==> src/rtl/pos_cell_rd_ctrl.sv <==
// Read sequencer for one cell position RAM: fetches the particle count from addr 0,
// then streams particles 1..count, sharing the single RAM port with write-back (writes win).
module pos_cell_rd_ctrl #(
  parameter int unsigned DATA_WIDTH   = 96,
  parameter int unsigned ADDR_WIDTH   = 8,
  parameter int unsigned PARTICLE_NUM = 220,
  parameter int unsigned RD_LATENCY   = 2
) (
  input  logic                  clk,
  input  logic                  rst_n,
  input  logic                  rd_start,
  output logic                  rd_busy,
  output logic                  rd_done,
  output logic [ADDR_WIDTH-1:0] rd_count,
  output logic                  rd_err,
  output logic                  rd_valid,
  output logic                  rd_last,
  output logic [ADDR_WIDTH-1:0] rd_id,
  output logic [DATA_WIDTH-1:0] rd_data,
  input  logic                  wr_req,
  input  logic [ADDR_WIDTH-1:0] wr_addr,
  input  logic [DATA_WIDTH-1:0] wr_data,
  output logic                  wr_gnt,
  output logic [ADDR_WIDTH-1:0] mem_address,
  output logic [DATA_WIDTH-1:0] mem_data,
  output logic                  mem_rden,
  output logic                  mem_wren,
  input  logic [DATA_WIDTH-1:0] mem_q
);

  localparam int unsigned WAIT_W = (RD_LATENCY > 1) ? $clog2(RD_LATENCY) : 1;
  localparam logic [ADDR_WIDTH-1:0] MAX_CNT  = ADDR_WIDTH'(PARTICLE_NUM - 1);
  localparam logic [WAIT_W-1:0]     WAIT_END = WAIT_W'(RD_LATENCY - 1);

  typedef enum logic [2:0] {
    IDLE,
    RD_CNT,
    WAIT_CNT,
    STREAM,
    DRAIN,
    DONE
  } state_t;

  typedef struct packed {
    logic                  vld;
    logic                  last;
    logic [ADDR_WIDTH-1:0] id;
  } tag_t;

  state_t                state;
  logic [ADDR_WIDTH-1:0] addr_q;
  logic [ADDR_WIDTH-1:0] cnt_q;
  logic [WAIT_W-1:0]     wait_q;
  tag_t                  pipe [RD_LATENCY];

  logic                  cnt_issue;
  logic                  part_issue;
  logic                  pipe_head_busy;
  logic [ADDR_WIDTH-1:0] mem_cnt;
  logic                  cnt_over;
  logic [ADDR_WIDTH-1:0] cnt_clamped;

  // RAM port arbitration: a pending write steals the cycle and the read slips
  always_comb begin
    cnt_issue   = 1'b0;
    part_issue  = 1'b0;
    mem_address = '0;
    if (!wr_req) begin
      cnt_issue  = (state == RD_CNT);
      part_issue = (state == STREAM);
    end
    if (wr_req) begin
      mem_address = wr_addr;
    end else if (part_issue) begin
      mem_address = addr_q;
    end
    mem_wren = wr_req;
    mem_rden = cnt_issue | part_issue;
    mem_data = wr_data;
    wr_gnt   = wr_req;
  end

  // True while any tag other than the tail is still in flight
  always_comb begin
    pipe_head_busy = 1'b0;
    for (int i = 0; i < int'(RD_LATENCY) - 1; i++) begin
      pipe_head_busy = pipe_head_busy | pipe[i].vld;
    end
  end

  always_comb begin
    mem_cnt     = mem_q[ADDR_WIDTH-1:0];
    cnt_over    = (mem_cnt > MAX_CNT);
    cnt_clamped = cnt_over ? MAX_CNT : mem_cnt;
  end

  assign rd_valid = pipe[RD_LATENCY-1].vld;
  assign rd_last  = pipe[RD_LATENCY-1].last;
  assign rd_id    = pipe[RD_LATENCY-1].id;
  assign rd_data  = mem_q;

  always_ff @(posedge clk or negedge rst_n) begin
    if (!rst_n) begin
      state    <= IDLE;
      addr_q   <= '0;
      cnt_q    <= '0;
      wait_q   <= '0;
      rd_busy  <= 1'b0;
      rd_done  <= 1'b0;
      rd_count <= '0;
      rd_err   <= 1'b0;
      for (int i = 0; i < int'(RD_LATENCY); i++) begin
        pipe[i] <= '0;
      end
    end else begin
      rd_done <= 1'b0;

      // Tag travels alongside the RAM read so it lands with mem_q
      pipe[0].vld  <= part_issue;
      pipe[0].last <= part_issue && (addr_q == cnt_q);
      pipe[0].id   <= part_issue ? addr_q : '0;
      for (int i = 1; i < int'(RD_LATENCY); i++) begin
        pipe[i] <= pipe[i-1];
      end

      case (state)
        IDLE: begin
          if (rd_start) begin
            state   <= RD_CNT;
            rd_busy <= 1'b1;
            rd_err  <= 1'b0;
          end
        end
        RD_CNT: begin
          if (cnt_issue) begin
            state  <= WAIT_CNT;
            wait_q <= '0;
          end
        end
        WAIT_CNT: begin
          if (wait_q == WAIT_END) begin
            rd_count <= cnt_clamped;
            cnt_q    <= cnt_clamped;
            addr_q   <= ADDR_WIDTH'(1);
            if (cnt_over) begin
              rd_err <= 1'b1;
            end
            if (cnt_clamped == '0) begin
              state   <= DONE;
              rd_busy <= 1'b0;
              rd_done <= 1'b1;
            end else begin
              state <= STREAM;
            end
          end else begin
            wait_q <= wait_q + WAIT_W'(1);
          end
        end
        STREAM: begin
          if (part_issue) begin
            addr_q <= addr_q + ADDR_WIDTH'(1);
            if (addr_q == cnt_q) begin
              state <= DRAIN;
            end
          end
        end
        DRAIN: begin
          if (!pipe_head_busy) begin
            state   <= DONE;
            rd_busy <= 1'b0;
            rd_done <= 1'b1;
          end
        end
        DONE: begin
          state <= IDLE;
        end
        default: begin
          state <= IDLE;
        end
      endcase
    end
  end

endmodule
==> config.mk <==
export PLATFORM = sky130hd
export DESIGN_NAME = pos_cell_rd_ctrl
export DESIGN_NICKNAME = d
export VERILOG_FILES = /design/src/rtl/pos_cell_rd_ctrl.sv
export SDC_FILE = /design/constraint.sdc
export NUM_CORES = 1
export LEC_CHECK = 0
export CORE_AREA = 5 5 161 163
export DETAILED_ROUTE_END_ITERATION = 8
export DIE_AREA = 0 0 166 168
export GPL_ROUTABILITY_DRIVEN = 0
export PLACE_DENSITY = 0.6
export SLEW_MARGIN = 20
export SYNTH_ARGS = -nofsm -noshare
export SYNTH_HDL_FRONTEND = slang
export SYNTH_SLANG_ARGS = --single-unit
==> constraint.sdc <==
create_clock -name clk -period 3.1 [get_ports clk]
set_clock_uncertainty 0.15 [all_clocks]
set_input_delay 0.93 -clock clk [delete_from_list [all_inputs] [get_ports clk]]
set_output_delay 0.93 -clock clk [all_outputs]
set_load 0.1 [all_outputs]
==> results.toml <==
[timing]
rsz0062_at_grt = "yes"
fmax_ghz = 0.3254
max_slew_margin_pct = 50.90
tightest_slew_ns = 0.7365
finalSetupViolations = 0
final.setup.tns_ns = 0
drv_slew = 0
finalHoldViolCount = 0
period_needed_ns = 3.073
min_period_over_period_pct = 99.14

[global_routing]
grt_max_degree = 20
overflow = 0
grt_util_all_layers_pct = 8.388
grt_antenna_before_repair = 0
grt_pass1_wl_um = 16260
grt_pass1_vias = 2012

[power_and_ir_drop]
cellLeakagePower_nw = 1.483
ir_drop_v = 0.0005237
power.total_mw = 3.136
p_per_area_nw_per_um2 = 941.1

[critical_path]
cp-startpoint = "wr_req"
cp_cell_sequence = "buf_6, and4bb_4, buf_12, and2_4, a21o_4, buf_12"
cp_slowest_cell = "and4bb_4"
end_kind = "primary output"
r2r_setup_slack_ns = 1.08
r2r_cells = 5
worstPathArrival_ns = 1.99
max_stage_delay_ns = 0.40
reg2reg_from = "state[0]"
cp_max_fo = 5
critical_path_class = "input pin to primary output"
r2r_end = "addr_q[7]"
timing.critical_path.mode_cell = "buf_12"
required_ns = 2.02
start_kind = "input pin"

[placed_design]
place_inst = 557
port_buffers = 59
place_area_um2 = 3085
dp.final_hpwl_um = 9783

[worst_hold_path]
hold_depth = 0
hold_start = "pipe[14]"
min_path_type = "register to register"
hold-path-endpoint = "rd_id[4]"

[route]
final_antenna_net_count = 0
drt_iter0_markers = 76
wl_per_cell_um = 21.47
drc = 0
viasPerCell = 3.205
vias = 1814
routed_wl_um = 12150
drtPass1Iterations = 4

[floorplanning]
ios = 428
die_h_um = 168
core_um2 = 24180
dieArea_um2 = 27890
die_w_um = 166
rows = 57
start_util_pct = 14.14

[synthesis]
yosys_warnings = 0
synth_nets = 578
synth_seq_cells = 43
synthCells = 373
avgSynthCellArea_um2 = 9.164
syn_area_um2 = 3418
synth_seq_area_share_pct = 31.48
synth_cell_types = 41

[final_layout]
final_cells = 566
drive_above_1_share_pct = 37.19
syn_to_final_growth_pct = -2.525
layout_common_cells = "43 x dfrtp_1, 30 x buf_4, 24 x nand2_1"
fin_area_um2 = 3332
mostFrequentLayoutCell = "dfrtp_1"
finalNetCount = 446
fin_util_pct = 13.78
antenna_cells = 0

[clocking]
cts_setup_buffers = 0
htreeDepth = 2
clk_pin_slew_ns = 0.06
cts_buffer_depth = 2
cts-buffers-inserted = 5
clk_latency_ns = 0.29
cts_hold_buf = 0
cts_tree = "yes"
cts-root-buf = "clkbuf_16"
cts.sinks = 43

[flow_run]
max_cap_violations = 0

[status]
status = "finished, final reports clean"
==> Yosys cell counts <==
cell       number  area share [%]
a21o_1          9             2.0
or4_4           2            0.66
nand3b_1        1            0.22
a31oi_1         2            0.37
a32o_2          1            0.33
and4bb_1        2            0.73
o21a_1          1            0.22
o21ai_0         7             1.0
nor2_1         13             1.4
buf_2           3            0.44
ha_1            1            0.37
buf_6           1            0.33
a41oi_1         1            0.26
o21ai_1         2            0.29
buf_4         205              45
nor3_2          1            0.29
nor3_1          2            0.29
o211ai_1        1            0.22
nand2_1        24             2.6
dfrtp_1        43              31
o21bai_1        1            0.22
nand4_1         2            0.37
a21oi_2         1            0.26
nand3_1         4            0.59
mux2_1          1            0.33
nor2b_1         1            0.18
a32oi_1         1            0.26
and2_1          4            0.73
nor4_2          1            0.37
nor2_2          1            0.18
clkbuf_1        1            0.11
nand2b_1        1            0.18
and3_1          3            0.55
inv_1           5            0.55
and2_4          4             1.0
nor3b_2         1            0.37
o221ai_1        1            0.26
a21oi_1         1            0.15
xor2_1         14             3.6
o2bb2a_1        1            0.29
o2111ai_2       2            0.88
==> worst max-delay path by stage <==
stage | endpoint | slack [ns] | depth (start not counted)
CTS | mem_address[6] | 0.02 | 6
detailed placement | mem_address[4] | -0.37 | 6
floorplan | mem_address[4] | 0.04 | 5
global route | mem_address[4] | -0.01 | 6
finish | mem_address[6] | 0.03 | 6
global placement | mem_address[4] | -0.33 | 6
==> critical path: cells and delay by family <==
kind | cells | cell delay, ns
AND/OR/NAND/NOR | 2 | 0.55
AO/OA/AOI/OAI | 1 | 0.09
buffers and inverters | 3 | 0.40
==> through the flow <==
stage                     setup slack (ns)  hold WS (ns)
after detailed placement           -0.3672        0.1862
after global routing              -0.01141        0.2094
after global placement             -0.3337        0.1863
after CTS                          0.02373        0.2029
final                              0.02669        0.1986
after floorplan                    0.04440        0.1812
==> metal layers <==
| metal | up-vias | part of all wire, % | wire length (um) | global-route usage (%) |
|---|---|---|---|---|
| met5 | - | 0.33 | 40 | 1.043 |
| met4 | 2 | 7.3 | 887 | 5.918 |
| met3 | 79 | 19 | 2260 | 7.737 |
| met2 | 210 | 42 | 5146 | 11.99 |
| met1 | 800 | 31 | 3815 | 7.478 |
| li1 | 723 | - | - | - |
==> logic make-up (layout without fill, tap and decap cells) <==
| logic type | after synthesis | in the layout | synth area share, % |
|---|---|---|---|
| buf+inv | 215 | 84 | 46.45 |
| simple gates | 67 | 67 | 10.80 |
| fa+ha+maj | 1 | 1 | 0.3660 |
| mux | 1 | 1 | 0.3294 |
| compound gates | 32 | 32 | 6.991 |
| flops | 43 | 43 | 31.48 |
| xor+xnor | 14 | 14 | 3.587 |
==> layout make-up <==
class,count,area [um^2]
fill,2731,20850
sequential,43,1076
timing repair buffer,71,850.8
multi-input combinational,115,812.0
tap,324,405.4
clock buffer,5,125.1
clock inverter,3,43.79
inverter,5,18.77
==> power breakdown <==
group	total (mW)	switching (mW)	leakage [nW]	internal, mW
logic	1.63	1.15	0.848	0.480
registers	0.865	0.164	0.552	0.701
clock network	0.638	0.257	0.0838	0.381
total	3.14	1.57	1.48	1.56
==> repair_timing <==
action | in CTS | in global routing
gates resized for setup | 15 | 3
gates cloned | 1 | 0
pin swaps | 1 | 1
setup endpoints to repair | 9 | 2
==> state kept, by name, summed over array words and instances, names as in the netlist <==
register,cells
pipe,9
rd_id,8
pipe_head_busy,1
rd_busy,1
cnt_q,8
state,3
addr_q,8
rd_err,1
rd_done,1
wait_q,1
rd_last,1
rd_valid,1
Note: power is estimated with default switching activity, not from simulation.
